[src/rtl/mcu_debug_port.sv]
// mcu_debug_port
// Sits between the debug controller FSM and the Otter core. A one-cycle
// command strobe is accepted only in IDLE. The command is then sequenced
// onto the core's halt, reset, register-file and memory debug ports, and the
// result (d_rd, error) is published on the completion edge.
//
// Ports
//   clk, reset_n        clock, asynchronous active-low reset
//   valid + cmd lines   pause/resume/reset/reg_rd/reg_wr/mem_rd/mem_wr strobe
//   mem_rw_byte, addr,  byte/word select, address or register index,
//   d_in                write data
//   mcu_busy, d_rd,     busy, read result, last-command error,
//   error, pc           registered core PC
//   mcu_halt_req/_halted, mcu_rst, mcu_pc      core control
//   dbg_mem_*, mem_ack, mem_rdata              memory debug port
//   dbg_rf_*, rf_rdata                         register-file debug port
//   dbg_state, dbg_paused                      FSM state / paused flag
//
// Handshake: valid is sampled only while the FSM is in IDLE. A valid that
// arrives while busy is dropped without error. Memory requests are level
// signals. They are held, with address, size and data stable, until the
// first cycle mem_ack is high, and they fall on the following cycle.
module mcu_debug_port #(
  parameter int TIMEOUT    = 1024,
  parameter int RST_CYCLES = 4
) (
  input  logic        clk,
  input  logic        reset_n,
  input  logic        valid,
  input  logic        pause,
  input  logic        resume,
  input  logic        reset,
  input  logic        reg_rd,
  input  logic        reg_wr,
  input  logic        mem_rd,
  input  logic        mem_wr,
  input  logic        mem_rw_byte,
  input  logic [31:0] addr,
  input  logic [31:0] d_in,
  output logic        mcu_busy,
  output logic [31:0] d_rd,
  output logic        error,
  output logic [31:0] pc,
  output logic        mcu_halt_req,
  input  logic        mcu_halted,
  output logic        mcu_rst,
  input  logic [31:0] mcu_pc,
  output logic [31:0] dbg_mem_addr,
  output logic [31:0] dbg_mem_din,
  output logic        dbg_mem_re,
  output logic        dbg_mem_we,
  output logic [1:0]  dbg_mem_size,
  input  logic        mem_ack,
  input  logic [31:0] mem_rdata,
  output logic [4:0]  dbg_rf_addr,
  output logic [31:0] dbg_rf_wd,
  output logic        dbg_rf_we,
  input  logic [31:0] rf_rdata,
  output logic [2:0]  dbg_state,
  output logic        dbg_paused
);

  typedef enum logic [2:0] {
    S_IDLE      = 3'd0,
    S_HALT_WAIT = 3'd1,
    S_RST_HOLD  = 3'd2,
    S_MEM_WAIT  = 3'd3,
    S_RF_ACC    = 3'd4,
    S_DONE      = 3'd5
  } state_t;

  // Bit positions in the latched command vector
  localparam int C_MWR = 0, C_MRD = 1, C_RWR = 2, C_RRD = 3,
                 C_RST = 4, C_RES = 5, C_PAU = 6;

  localparam int CNT_MAX = (TIMEOUT > RST_CYCLES) ? TIMEOUT : RST_CYCLES;
  localparam int CW      = $clog2(CNT_MAX + 1);
  localparam logic [CW-1:0] T_LAST   = CW'(TIMEOUT - 1);
  localparam logic [CW-1:0] R_LAST   = CW'(RST_CYCLES - 1);
  localparam logic [CW-1:0] CNT_SAT  = CW'(CNT_MAX);

  state_t        state_q, state_d;
  logic [CW-1:0] cnt_q, cnt_d;
  logic          paused_q, paused_d;
  logic          halt_req_q, halt_req_d;
  logic [6:0]    cmd_q, cmd_d;
  logic          byte_q, byte_d;
  logic [31:0]   addr_q, addr_d;
  logic [31:0]   din_q, din_d;
  logic          res_err_q, res_err_d;
  logic [31:0]   res_data_q, res_data_d;
  logic [31:0]   d_rd_q, d_rd_d;
  logic          error_q, error_d;
  logic [31:0]   pc_q;

  logic [6:0] cmd_in;
  logic       is_reg, is_mem, acc_err;
  logic       mem_act, rf_act;

  assign cmd_in = {pause, resume, reset, reg_rd, reg_wr, mem_rd, mem_wr};
  assign is_reg = reg_rd | reg_wr;
  assign is_mem = mem_rd | mem_wr;

  // Every accept-time check produces the same outcome (error, one busy
  // cycle), so the listed priority order has no visible effect.
  assign acc_err = ($countones(cmd_in) != 1)
                 || ((is_reg || is_mem) && !paused_q)
                 || (is_reg && (addr[31:5] != 27'd0))
                 || (is_mem && !mem_rw_byte && (addr[1:0] != 2'd0));

  always_comb begin
    state_d    = state_q;
    cnt_d      = (cnt_q == CNT_SAT) ? cnt_q : cnt_q + 1'b1;
    paused_d   = paused_q;
    halt_req_d = halt_req_q;
    cmd_d      = cmd_q;
    byte_d     = byte_q;
    addr_d     = addr_q;
    din_d      = din_q;
    res_err_d  = res_err_q;
    res_data_d = res_data_q;
    d_rd_d     = d_rd_q;
    error_d    = error_q;

    case (state_q)
      S_IDLE: begin
        if (valid) begin
          cmd_d      = cmd_in;
          byte_d     = mem_rw_byte;
          addr_d     = addr;
          din_d      = d_in;
          res_err_d  = 1'b0;
          res_data_d = 32'd0;
          if (acc_err) begin
            res_err_d = 1'b1;
            state_d   = S_DONE;
          end else if (pause) begin
            // S_RF_ACC doubles as the generic one-cycle action slot, which
            // gives the two-cycle busy time for an already-paused core.
            if (paused_q) begin
              state_d = S_RF_ACC;
            end else begin
              halt_req_d = 1'b1;
              state_d    = S_HALT_WAIT;
            end
          end else if (resume) begin
            halt_req_d = 1'b0;
            paused_d   = 1'b0;
            state_d    = S_RF_ACC;
          end else if (reset) begin
            state_d = S_RST_HOLD;
          end else if (is_reg) begin
            state_d = S_RF_ACC;
          end else begin
            state_d = S_MEM_WAIT;
          end
        end
      end
      S_HALT_WAIT: begin
        if (mcu_halted) begin
          paused_d = 1'b1;
          state_d  = S_DONE;
        end else if (cnt_q == T_LAST) begin
          halt_req_d = 1'b0;
          res_err_d  = 1'b1;
          state_d    = S_DONE;
        end
      end
      S_RST_HOLD: begin
        if (cnt_q == R_LAST) state_d = S_DONE;
      end
      S_MEM_WAIT: begin
        // An ack on the timeout cycle wins over the timeout.
        if (mem_ack) begin
          if (cmd_q[C_MRD]) begin
            res_data_d = byte_q ? {24'd0, mem_rdata[{addr_q[1:0], 3'b000} +: 8]}
                                : mem_rdata;
          end
          state_d = S_DONE;
        end else if (cnt_q == T_LAST) begin
          res_err_d  = 1'b1;
          res_data_d = 32'd0;
          state_d    = S_DONE;
        end
      end
      S_RF_ACC: begin
        if (cmd_q[C_RRD] && (addr_q[4:0] != 5'd0)) res_data_d = rf_rdata;
        state_d = S_DONE;
      end
      S_DONE: begin
        d_rd_d  = res_data_q;
        error_d = res_err_q;
        state_d = S_IDLE;
      end
      default: state_d = S_IDLE;
    endcase

    if (state_d != state_q) cnt_d = '0;
  end

  always_ff @(posedge clk or negedge reset_n) begin
    if (!reset_n) begin
      state_q    <= S_IDLE;
      cnt_q      <= '0;
      paused_q   <= 1'b0;
      halt_req_q <= 1'b0;
      cmd_q      <= '0;
      byte_q     <= 1'b0;
      addr_q     <= '0;
      din_q      <= '0;
      res_err_q  <= 1'b0;
      res_data_q <= '0;
      d_rd_q     <= '0;
      error_q    <= 1'b0;
      pc_q       <= '0;
    end else begin
      state_q    <= state_d;
      cnt_q      <= cnt_d;
      paused_q   <= paused_d;
      halt_req_q <= halt_req_d;
      cmd_q      <= cmd_d;
      byte_q     <= byte_d;
      addr_q     <= addr_d;
      din_q      <= din_d;
      res_err_q  <= res_err_d;
      res_data_q <= res_data_d;
      d_rd_q     <= d_rd_d;
      error_q    <= error_d;
      pc_q       <= mcu_pc;
    end
  end

  // Core-side strobes decode from the registered state, so an asynchronous
  // reset drops every request at once.
  assign mem_act = (state_q == S_MEM_WAIT);
  assign rf_act  = (state_q == S_RF_ACC) && (cmd_q[C_RRD] || cmd_q[C_RWR]);

  assign mcu_busy     = (state_q != S_IDLE);
  assign d_rd         = d_rd_q;
  assign error        = error_q;
  assign pc           = pc_q;
  assign mcu_halt_req = halt_req_q;
  assign mcu_rst      = (state_q == S_RST_HOLD);

  assign dbg_mem_re   = mem_act && cmd_q[C_MRD];
  assign dbg_mem_we   = mem_act && cmd_q[C_MWR];
  assign dbg_mem_addr = mem_act ? addr_q : 32'd0;
  assign dbg_mem_size = (mem_act && !byte_q) ? 2'd2 : 2'd0;
  assign dbg_mem_din  = dbg_mem_we ? (byte_q ? {4{din_q[7:0]}} : din_q) : 32'd0;

  assign dbg_rf_addr  = rf_act ? addr_q[4:0] : 5'd0;
  assign dbg_rf_we    = rf_act && cmd_q[C_RWR] && (addr_q[4:0] != 5'd0);
  assign dbg_rf_wd    = dbg_rf_we ? din_q : 32'd0;

  assign dbg_state    = state_q;
  assign dbg_paused   = paused_q;

endmodule

[config.mk]
export PLATFORM = sky130hd
export DESIGN_NAME = mcu_debug_port
export DESIGN_NICKNAME = d
export VERILOG_FILES = /design/src/rtl/mcu_debug_port.sv
export SDC_FILE = /design/constraint.sdc
export NUM_CORES = 1
export LEC_CHECK = 0
export ABC_AREA = 1
export ABC_CLOCK_PERIOD_IN_PS = 1700
export BUFFER_PORTS_ARGS = -buffer_cell sky130_fd_sc_hd__buf_4
export CORE_UTILIZATION = 44
export DETAILED_ROUTE_END_ITERATION = 12
export PLACE_DENSITY_LB_ADDON = 0.12
export SLEW_MARGIN = 10
export SYNTH_ARGS = -nofsm -noshare
export SYNTH_HDL_FRONTEND = slang
export SYNTH_SLANG_ARGS = --single-unit
[constraint.sdc]
create_clock -name clk -period 1.7 [get_ports clk]
set_clock_uncertainty 0.05 [all_clocks]
set_input_delay 0.085 -clock clk [delete_from_list [all_inputs] [get_ports clk]]
set_output_delay 0.085 -clock clk [all_outputs]
set_load 0.02 [all_outputs]
# == Word-level counts from Yosys, hierarchy flattened ==
# Cells that the tools add are included.
# op_classes
div,0
n_mux,46
mul,0
n_reduce_logical,32
n_bitwise,2
shifts,1
magnitude_cmp,0
addsub,7
n_eq_ne,24
# ops
op,n
two-way mux 32 bit,10
case mux 32 bit (3 select lines),1
two-way mux 3 bit,11
indexed part select 32 x 6 -> 8 bit,1
nonzero test 27 bit,1
two-way mux 11 bit,2
"inequality test 2 bit, second input constant",9
two-way mux 1 bit,16
case mux 3 bit (5 select lines),1
"adder 11 x 1 -> 11 bit, second input constant",1
"== test 11 x 10 -> 1 bit, second input constant",1
"== test 11 bit, second input constant",1
"== test 11 x 2 -> 1 bit, second input constant",1
logical AND 1 bit,11
"inequality test 3 bit, second input constant",3
nonzero test 3 bit,3
AND reduction 7 bit,1
adder 1 x 1 -> 2 bit,3
"== test 3 x 2 -> 1 bit, second input constant",2
"== test 3 bit, second input constant",2
AND reduction 6 bit,1
logical OR 1 bit,5
two-way mux 5 bit,1
AND reduction 5 bit,1
18 further kinds,23
# word_totals
out_inout_bits,178
mem_count,0
input_bits,173
reg_bits,183
word_cells,125
ramBits,0
mem_bits_ro,0
latchBits,0

# == Longest topological paths before layout ==
# Gate-level depths: netlist (run 1).
# depth
ltp_word,12
mapped_depth,16
depth_no_buf,16

# == Least setup slack after synthesis (run 1) ==
# OpenSTA, ideal clock, no wires.
# synth_timing
path_type,input to register
from,input port reset
to,register cnt_q[1]
setup_time_ns,0.069
path_buffers,1
stages,16
setup_slack_ns,-1.407
arrival_ns,2.988
required_ns,1.581
cell_sequence,inv_1 fa_1 fa_1 inv_1 fa_1 fa_1 nor3b_1 o21ai_0 nor2_1 nand3_1 nand2_1 nand2_1 a21oi_1 nand2_1 buf_6 nor2_2
# synth_via
elab_chain_cells,12
elab_cells_between_ends,16
cone_classes,add/sub (3); eq/ne (3); mux (7); reduce/logical (3)
# synth_lines
item,line,text
from (decl),32,"input logic reset,"
adder 1 x 1 -> 2 bit (not written as such),106,assign acc_err = ($countones(cmd_in) != 1)
adder 2 x 1 -> 3 bit (not written as such),106,
adder 3 x 3 -> 4 bit (not written as such),106,
inequality test 4 x 1 -> 1 bit,106,
logical OR 1 bit,107,|| ((is_reg || is_mem) && !paused_q)
logical OR 1 bit,108,|| (is_reg && (addr[31:5] != 27'd0))
logical OR 1 bit,109,|| (is_mem && !mem_rw_byte && (addr[1:0] != 2'd0));
two-way mux 3 bit *,134,if (acc_err) begin
two-way mux 3 bit *,127,if (valid) begin
case mux 3 bit (5 select lines) *,125,case (state_q)
inequality test 3 bit *,198,if (state_d != state_q) cnt_d = '0;
inequality test 2 x 1 -> 1 bit (no source line) or two-way mux 11 bit (tied branches),n/a,
to (signal assigned),218,cnt_q <= cnt_d;
to (decl),83,"logic [CW-1:0] cnt_q, cnt_d;"
# Mark *: on every way between the ends. The rest lies on a longest branch, timed or not.
# A chain may end at the register's enable or synchronous reset.

# == Worst setup path in the final report (run 1) ==
# layout_timing
from,input port pause
to,register cnt_q[10]
# layout_via
elab_chain_cells,11
elab_cells_between_ends,13
cone_classes,add/sub (2); eq/ne (3); mux (5); reduce/logical (3)
# layout_lines
item,line,text
from (decl),30,"input logic pause,"
adder 2 x 1 -> 3 bit (not written as such),106,
adder 3 x 3 -> 4 bit (not written as such),106,
inequality test 4 x 1 -> 1 bit,106,
logical OR 1 bit,107,
logical OR 1 bit,108,
logical OR 1 bit,109,
two-way mux 3 bit *,134,
two-way mux 3 bit *,127,
case mux 3 bit (5 select lines) *,125,
via state_d[2],82,"state_t state_q, state_d;"
inequality test 3 bit *,198,
inequality test 2 x 1 -> 1 bit (no source line) or two-way mux 11 bit (tied branches),n/a,
# Mark *: on every way through the listed nets, which the timed path passes. The rest lies on a longest branch.

==> results of run 1 <==
[what timing repair did]
| item | in CTS | in global routing |
|---|---|---|
| gates resized for setup | 296 | 272 |
| cloned | 15 | 23 |
| setup endpoints to repair | 157 | 250 |
| buffers inserted | 36 | 28 |
| hold buffers | 145 | 0 |
| endpoints found under the hold margin | 311 | 0 |
| pin swaps | 20 | 27 |
[cells by family after synthesis]
family                   Yosys count
AO/OA/AOI/OAI                    228
flip-flops                       183
AND/OR/NAND/NOR                  352
XOR/XNOR                           9
buffers and inverters            212
multiplexers                      16
other                              1
adder cells (fa/ha/maj)            6
[layer usage]
metal,track usage,vias up
li1,-,4462
met1,0.393,5044
met2,0.632,775
met3,0.0687,305
met4,0.219,0
met5,0,-
[flip-flops by register name, indices dropped and copies added, names as in the netlist]
register,cells
dbg_state,3
pc,32
cnt_q,11
res_data_q,32
addr_q,32
din_q,32
mcu_halt_req,1
res_err_q,1
cmd_q,4
d_rd,32
byte_q,1
error,1
dbg_paused,1
[final cells by class]
class	count	area (um2)
clock buffers	17	425
inverters	164	696
repair inverters	1	7.51
fillers	707	1640
clock inverters	14	156
multi-input cells	612	4420
repair buffers	652	6540
well taps	234	293
flip-flops and latches	183	4580
diodes	4	10.0
[worst max-delay path, stage by stage]
cell and delay, ps:
buf_4 130, inv_4 60, fa_1 430, fa_1 500, inv_1 60, fa_2 340, fa_1 460, nor3b_2 170
o21ai_1 100, nor2_2 160, nand3_1 120, nand2_2 100, nand2_2 80, a21oi_2 140, nand2_2 130, buf_12 170
nor2_2 120
[worst max-delay path by stage]
stage / from / end / slack, ps
global route: pause / cnt_q[10] / -1490
finish: pause / cnt_q[10] / -1340
CTS: reg_rd / cnt_q[3] / -1150
global placement: reg_rd / cnt_q[5] / -1630
detailed placement: reg_rd / cnt_q[3] / -1720
floorplan: reg_rd / cnt_q[1] / -1310
[layout by cell type (no fill, tap or decap), types with 14 or more instances in the layout]
| cell | Yosys | layout |
|---|---|---|
| buf_4 | 2 | 319 |
| dfrtp_1 | 183 | 180 |
| inv_1 | 159 | 149 |
| nand2_1 | 184 | 145 |
| dlygate4sd3_1 | 0 | 145 |
| buf_6 | 2 | 128 |
| nor2_4 | 0 | 83 |
| o21ai_0 | 155 | 65 |
| o21ai_1 | 4 | 42 |
| nor2_1 | 123 | 40 |
| o21ai_2 | 0 | 39 |
| clkbuf_16 | 0 | 31 |
| a21oi_2 | 0 | 29 |
| buf_12 | 0 | 25 |
| nand2_4 | 0 | 22 |
| nand2_2 | 1 | 16 |
| nor2_2 | 14 | 14 |
[stage by stage]
stage / hold WS (ps) / total power, W / worst slack (ps) / std cells / TNS [ps]
floorplan: -261 / 0.0113 / -1310 / 1007 / -21800
global placement: -1.56 / 0.0142 / -1630 / 1620 / -30270
detailed placement: -4.11 / 0.0144 / -1720 / 1620 / -31640
CTS: 21.1 / 0.0210 / -1150 / 1846 / -56630
global route: 51.4 / 0.0248 / -1490 / 1879 / -79490
finish: 45.7 / 0.0239 / -1340 / 1881 / -68070
[where the power goes]
part           switching [W]  total (W)  internal [W]
registers            0.00109    0.00704       0.00594
logic                0.00741     0.0129       0.00547
clock network        0.00204    0.00401       0.00197
==> metrics.yaml, run 1 <==
status: "finished with violations"
violations: "setup timing"
syn_inst: 1007
htree_levels: 4
final_area_um2: 17100
cp-end-kind: "register"
cts-root-buf: "clkbuf_16"
tightest_slew_ps: 547
min_path_type: "input port to register"
hold_start: "mem_wr"
synth.ff_latch_count: 183
via_count: 10600
final_hold_viol_count: 0
reg2regPathDepth: 11
report.final.slew_viol_count: 0
die_w_um: 141
leakage_nw: 8.21
nNetsFinal: 1810
async_flop_share: 1.00
netlist_area_um2: 8440
hpwlAfterDp_mm: 19.6
top_layer_used: "met4"
worstPathRequired_ps: 2010
met2WireLength_mm: 21.3
synth_top_flop_cell: "dfrtp_1"
maxCapViolations: 0
yosys-top-cells-count: "nand2_1, dfrtp_1, inv_1"
path_clk_slew_ps: 80
ant_nets: 0
startpoint_type: "input port"
timing.rr.end: "cnt_q[1]"
drc: 0
fmax_ghz: 0.329
synth_edf_count: 0
rrSetupSlack_ps: -500
antenna_found_initial: 3
synth_compound_area_frac: 0.145
setup_slack_ps: -1340
first_pass_iters: 5
worstSkewPairLatency_ps: 440
cts.sinks: 183
synth_top_area_cell: "dfrtp_1"
grt_pass1_vias: 10200
rsz0062_at_grt: "true"
io_buffers: 349
setup_viol: 205
place_congestion: 0.906
fin_util: 0.913
rows: 50
synth_mux_area_frac: 0.0213
cts-buffers-inserted: 17
holdPathStages: 4
wl_mm: 43.1
viasPerCell: 5.63
die_h_um: 141
min_to: "cmd_q[0]"
synth.net_count: 1186
yosysSeqAreaShare: 0.542
synth_fa_ha_area_frac: 0.0124
synth_area_per_cell_um2: 8.38
drive_above_1_share: 0.492
post-route-min-period_ps: 3040
yosysMostFrequentCell: "nand2_1"
drt_iter0_markers: 907
start_util: 0.450
p_per_area_nw_per_um2: 1400
r2r-start: "cnt_q[0]"
gr-total-overflow: 0
synth_top_cell_area_share: 0.542
die_area_um2: 19700
clockBufferDepth: 2
m1WireLength_mm: 14.5
yosys.area_share.simple: 0.170
synth_xor_area_frac: 0.00934
ys_top_cells_by_area: "dfrtp_1, o21ai_0, nand2_1, inv_1, nor2_1"
crit_arrival_ps: 3360
post_drt_wl_per_cell_um: 22.9
grt_max_degree: 73
tritoncts: "built"
crit_type: "input port to register"
synth_cell_type_count: 37
wl_met3_mm: 3.63
post-route-period-util: 1.79
core_um2: 18800
ios: 351
placed_area_um2: 12300
maxSlewHeadroom: 0.626
track_usage: 0.355
grt_pass1_wl_mm: 53.8
synth_warnings: 0
area_delta_synth_final_pct: 103
synth_top_family_by_area: "simple AND/OR/NAND/NOR gates"
worstPathMaxFanout: 6
irDropWorstVdd_v: 0.000988
Power figures use the tool's default switching activity.
==> run 2: changes to the inputs <==
Settings changed: ABC_AREA 1 to default, SKIP_CTS_REPAIR_TIMING from default to 1.
==> metrics.yaml, run 2 <==
status: "finished with violations"  # unchanged
violations: "hold timing, setup timing"  # was setup timing
ys_top_cells_by_area: "dfrtp_1, mux2_2, and2_1, a21oi_2, a21oi_1"  # was dfrtp_1, o21ai_0, nand2_1, inv_1, nor2_1
worstSkewPairLatency_ps: 440  # about the same
crit_arrival_ps: 2980  # was 3360 ps
multi_input_area_um2: 4360  # was 4420 um2
leakage_nw: 7.17  # was 8.21 nW
tightest_slew_ps: 532  # was 547 ps
synth_edf_count: 0  # unchanged
synth.ff_latch_count: 183  # unchanged
yosysMostFrequentCell: "dfrtp_1"  # was nand2_1
die_w_um: 142  # was 141 um
post_drt_wl_per_cell_um: 22.1  # was 22.9 um
post-route-min-period_ps: 2720  # was 3040 ps
worstPathMaxFanout: 3  # was 6
yosysSeqAreaShare: 0.528  # was 0.542
first_pass_iters: 6  # was 5
fin_util: 0.820  # was 0.913
async_flop_share: 1.00  # unchanged
nFillCells: 1053  # was 707
via_count: 8776  # was 10600
irDropWorstVdd_v: 0.000854  # was 0.000988 V
grt_pass1_vias: 7237  # was 10200
setup_slack_ps: -1020  # was -1340 ps
holdPathStages: 3  # was 4
post-route-period-util: 1.60  # was 1.79
maxSlewHeadroom: 0.635  # was 0.626
rsz0062_at_grt: "true"  # unchanged
fmax_ghz: 0.368  # was 0.329 GHz
drt_iter0_markers: 578  # was 907
grt_pass1_wl_mm: 41.3  # was 53.8 mm
cts-buffers-inserted: 17  # unchanged
synth.net_count: 940  # was 1186
timing.rr.end: "cnt_q[7]"  # was cnt_q[1]
area_delta_synth_final_pct: 79.8  # was 103%
cts.sinks: 183  # unchanged
hold_start: "mem_rdata[23]"  # was mem_wr
critPathMostFrequentCell: "fa_1"
cp-end-kind: "register"  # unchanged
antenna_found_initial: 0  # was 3
min_to: "res_data_q[23]"  # was cmd_q[0]
rrSetupSlack_ps: -530  # was -500 ps
wl_mm: 36.0  # was 43.1 mm
startpoint_type: "input port"  # unchanged
p_per_area_nw_per_um2: 1480  # was 1400 nW/um2
worstPathRequired_ps: 1960  # was 2010 ps
synth_top_cell_area_share: 0.528  # was 0.542
path_delay_family: "adder cells"  # unchanged
crit_type: "input port to register"  # unchanged
nNetsFinal: 1534  # was 1810
die_area_um2: 20300  # was 19700 um2
tritoncts: "built"  # unchanged
hpwlAfterDp_mm: 20.9  # was 19.6 mm
final_common_cell: "buf_4"  # unchanged
final_hold_viol_count: 2  # was 0
critPathLaunch: "reg_rd"  # was pause
place_congestion: 0.893  # was 0.906
yosys-top-cells-count: "dfrtp_1, mux2_2, and2_1"  # was nand2_1, dfrtp_1, inv_1
rows: 50  # unchanged
path_cells: "buf_8, inv_8, fa_1, fa_1, inv_2, fa_2, fa_1, nor2_1, o211a_1, nor2b_4, a31oi_1, or3_1"  # was buf_4, inv_4, fa_1, fa_1, inv_1, fa_2, fa_1, nor3b_2, o21ai_1, nor2_2, nand3_1, nand2_2, nand2_2, a21oi_2, nand2_2, buf_12, nor2_2
crit_slowest_cell: "fa_1"  # unchanged
path_clk_slew_ps: 70  # was 80 ps
setup_viol: 225  # was 205
start_util: 0.456  # was 0.450
synth_cell_type_count: 57  # was 37
ios: 351  # unchanged
drc: 0  # unchanged
synth_area_per_cell_um2: 11.4  # was 8.38 um2
drive_above_1_share: 0.558  # was 0.492
track_usage: 0.273  # was 0.355
synth_top_area_cell: "dfrtp_1"  # unchanged
r2r-start: "cnt_q[2]"  # was cnt_q[0]
core_um2: 19000  # was 18800 um2
seq_area_um2: 4580  # about the same
clockBufferDepth: 2  # unchanged
slowest_delay_ps: 510  # was 500 ps
min_path_type: "input port to register"  # unchanged
grt_max_degree: 75  # was 73
io_buffers: 349  # unchanged
report.final.slew_viol_count: 0  # unchanged
fin_setup_tns_ps: -78360  # was -68070 ps
netlist_area_um2: 8680  # was 8440 um2
die_h_um: 142  # was 141 um
maxCapViolations: 0  # unchanged
viasPerCell: 5.39  # was 5.63
ant_nets: 0  # unchanged
synth_warnings: 0  # unchanged
final_cell_mix: "buf_4, dfrtp_1, dlygate4sd3_1"  # was buf_4, dfrtp_1, inv_1
cp_num_buf_inv: 3  # was 4
fin_hold_ws_ps: -19.9  # was 45.7 ps
gr-total-overflow: 0  # unchanged
antennaDiodeCount: 0  # was 4
synth_top_flop_cell: "dfrtp_1"  # unchanged
htree_levels: 4  # unchanged
cts-root-buf: "clkbuf_16"  # unchanged
reg2regPathDepth: 6  # was 11
syn_inst: 761  # was 1007
[run 2: cells by family (layout without fill, tap and decap cells)]
logic type	Yosys count	after routing	synth area share
AND/OR/NAND/NOR	254	254	0.163
XOR/XNOR	8	8	0.00808
buffers and inverters	65	670	0.0350
adder cells (fa/ha/maj)	6	6	0.0121
flip-flops	183	183	0.528
multiplexers	111	111	0.143
other	1	1	0.000432
AO/OA/AOI/OAI	133	135	0.111
[run 2: metrics by stage]
| step | std cells | cell area (um2) | hold WS, ps | worst slack (ps) | total power (W) |
|---|---|---|---|---|---|
| 2_1_floorplan | 761 | 8870 | -261 | -1200 | 0.0126 |
| 3_3_place_gp | 1414 | 12400 | -73.7 | -1540 | 0.0159 |
| 3_5_place_dp | 1414 | 12400 | -73.0 | -1590 | 0.0161 |
| 4_1_cts | 1446 | 13000 | -546 | -1120 | 0.0202 |
| 5_1_grt | 1628 | 15600 | -3.02 | -1110 | 0.0240 |
| 6_report | 1628 | 15600 | -19.9 | -1020 | 0.0231 |
[run 2: report_power, final]
part | internal, W | switching, W
Clock | 0.00205 | 0.00211
Combinational | 0.00581 | 0.00556
Sequential | 0.00612 | 0.00144
Total | 0.0140 | 0.00911
[run 2: cell type report]
| cell class | instances | share of cell area |
|---|---|---|
| Clock inverter | 15 | 0.0136 |
| Tap cell | 260 | 0.0209 |
| Inverter | 15 | 0.00425 |
| Sequential cell | 183 | 0.294 |
| Timing Repair Buffer | 623 | 0.361 |
| Multi-Input combinational cell | 515 | 0.280 |
| Clock buffer | 17 | 0.0273 |
[run 2: worst max path at each step]
stage / endpoint / slack [ps] / depth (start not counted)
after floorplan: dbg_state[0] / -1200 / 11
after global placement: cnt_q[1] / -1540 / 11
after detailed placement: cnt_q[10] / -1590 / 11
after CTS: cnt_q[7] / -1120 / 11
after global routing: dbg_state[0] / -1110 / 12
final: dbg_state[0] / -1020 / 12
[run 2: worst register-to-register path, cell delays in order (launching register included)]
cell and delay, ps:
dfrtp_1 380, or4_2 730, nor3_1 360, o221ai_1 190, buf_4 200, nand3_1 130
nor4_2 70
[run 2: layer usage]
metal | vias to the layer above | part of all wire | global-route usage
met5 | - | 0 | 0
met4 | 0 | 0.048 | 0.106
met3 | 121 | 0.080 | 0.0767
met2 | 485 | 0.50 | 0.449
met1 | 4295 | 0.37 | 0.340
li1 | 3875 | - | -
==> run 3: changes to the inputs <==
Settings changed: HOLD_SLACK_MARGIN from default to 0.02.
==> metrics.yaml, run 3 (synthesis gave the netlist of run 2 again) <==
area_delta_synth_final_pct: 80.2  # was 79.8%
fmax_ghz: 0.367  # was 0.368 GHz
ios: 351  # unchanged
nNetsFinal: 1537  # was 1534
power_frac_seq: 0.328  # was 0.327
rows: 50  # unchanged
core_um2: 19000  # unchanged
fin_util: 0.822  # was 0.820
htree_levels: 4  # unchanged
clockBufferDepth: 2  # unchanged
p_per_area_nw_per_um2: 1470  # was 1480 nW/um2
final_common_cell: "buf_4"  # unchanged
antenna_found_initial: 0  # unchanged
maxCapViolations: 0  # unchanged
grt_pass1_vias: 7237  # unchanged
die_area_um2: 20300  # unchanged
fin_cells: 1631  # was 1628
setup_slack_ps: -1020  # about the same
worstPathRequired_ps: 1960  # about the same
leakage_nw: 7.18  # was 7.17 nW
setup_viol: 224  # was 225
pwr-share-clk: 0.180  # about the same
post-route-min-period_ps: 2720  # about the same
gr-total-overflow: 0  # unchanged
hpwlAfterDp_mm: 20.9  # unchanged
drt_iter0_markers: 552  # was 578
comb_power_share: 0.492  # was 0.493
cts.sinks: 183  # unchanged
p_int_w: 0.0140  # about the same
first_pass_iters: 5  # was 6
antennaDiodeCount: 0  # unchanged
path_clk_slew_ps: 90  # was 70 ps
reg2regPathDepth: 6  # unchanged
wl_mm: 35.9  # was 36.0 mm
cts-buffers-inserted: 17  # unchanged
place_congestion: 0.893  # unchanged
power.total_w: 0.0230  # was 0.0231 W
worstPathMaxFanout: 3  # unchanged
via_count: 8818  # was 8776
violations: "setup timing"  # was hold timing, setup timing
drc: 0  # unchanged
io_buffers: 349  # unchanged
track_usage: 0.273  # unchanged
r2r-start: "cnt_q[2]"  # unchanged
grt_pass1_wl_mm: 41.3  # unchanged
placedCellCount: 1414  # unchanged
critPathLaunch: "reg_rd"  # unchanged
final_hold_viol_count: 0  # was 2
post_drt_wl_per_cell_um: 22.0  # was 22.1 um
die_w_um: 142  # unchanged
switching_share: 0.394  # was 0.395
tritoncts: "built"  # unchanged
min_path_type: "input port to async pin"  # was input port to register
cp-end-kind: "register"  # unchanged
worstSkewPairLatency_ps: 440  # about the same
rsz0062_at_grt: "true"  # unchanged
crit_arrival_ps: 2990  # was 2980 ps
fin_hold_ws_ps: 31.3  # was -19.9 ps
post-route-period-util: 1.60  # about the same
timing.rr.end: "cnt_q[7]"  # unchanged
irDropWorstVdd_v: 0.000864  # was 0.000854 V
cts-root-buf: "clkbuf_16"  # unchanged
ant_nets: 0  # unchanged
report.final.slew_viol_count: 0  # unchanged
p_switching_w: 0.00907  # was 0.00911 W
drive_above_1_share: 0.557  # was 0.558
startpoint_type: "input port"  # unchanged
grt_max_degree: 75  # unchanged
rrSetupSlack_ps: -520  # was -530 ps
status: "finished with violations"  # unchanged
crit_type: "input port to register"  # unchanged
viasPerCell: 5.41  # was 5.39
die_h_um: 142  # unchanged
start_util: 0.456  # unchanged
final_cell_mix: "buf_4, dfrtp_1, dlygate4sd3_1"  # unchanged
endpoint: "dbg_state[0]"  # unchanged
## run 3: layout make-up
cell class	count	area, um2
fillers	1040	3390
multi-input cells	515	4360
clock inverters	15	211
well taps	260	325
repair buffers	626	5660
flip-flops and latches	183	4580
inverters	15	66.3
clock buffers	17	425
## run 3: power by group through the flow
stage	clock network [W]	logic (W)	registers (W)
finish	0.00415	0.0113	0.00755
CTS	0.00419	0.00880	0.00724
global placement	0	0.00864	0.00724
detailed placement	0	0.00878	0.00731
floorplan	0	0.00510	0.00753
global route	0.00439	0.0119	0.00772
## run 3: how the worst min path moves through the flow
stage | end | slack [ps] | start
final | pc[6] | 30 | reset_n
after global routing | pc[6] | 40 | reset_n
after CTS | pc[4] | -550 | reset_n
after detailed placement | pc[4] | -70 | reset_n
after global placement | pc[0] | -70 | reset_n
after floorplan | addr_q[0] | -260 | reset_n
## run 3: per-stage QoR
step	setup slack [ps]	setup TNS, ps	instance area (um2)
after floorplan	-1200	-63740	8870
after global placement	-1540	-40420	12400
after detailed placement	-1590	-42490	12400
after CTS	-1120	-75320	13000
after global routing	-1130	-89790	15600
final	-1020	-79560	15600
## run 3: critical path, cell delays in order
cell,delay (ps)
buf_8,90
inv_8,30
fa_1,480
fa_1,510
inv_2,40
fa_2,330
fa_1,440
nor2_1,110
o211a_1,240
nor2b_4,180
a31oi_1,90
or3_1,350
## run 3: metal layers
metal / share of wire / vias to the layer above / GRT usage
met5: 0 / - / 0
met4: 0.046 / 0 / 0.106
met3: 0.078 / 131 / 0.0767
met2: 0.50 / 478 / 0.449
met1: 0.37 / 4332 / 0.340
li1: - / 3877 / -
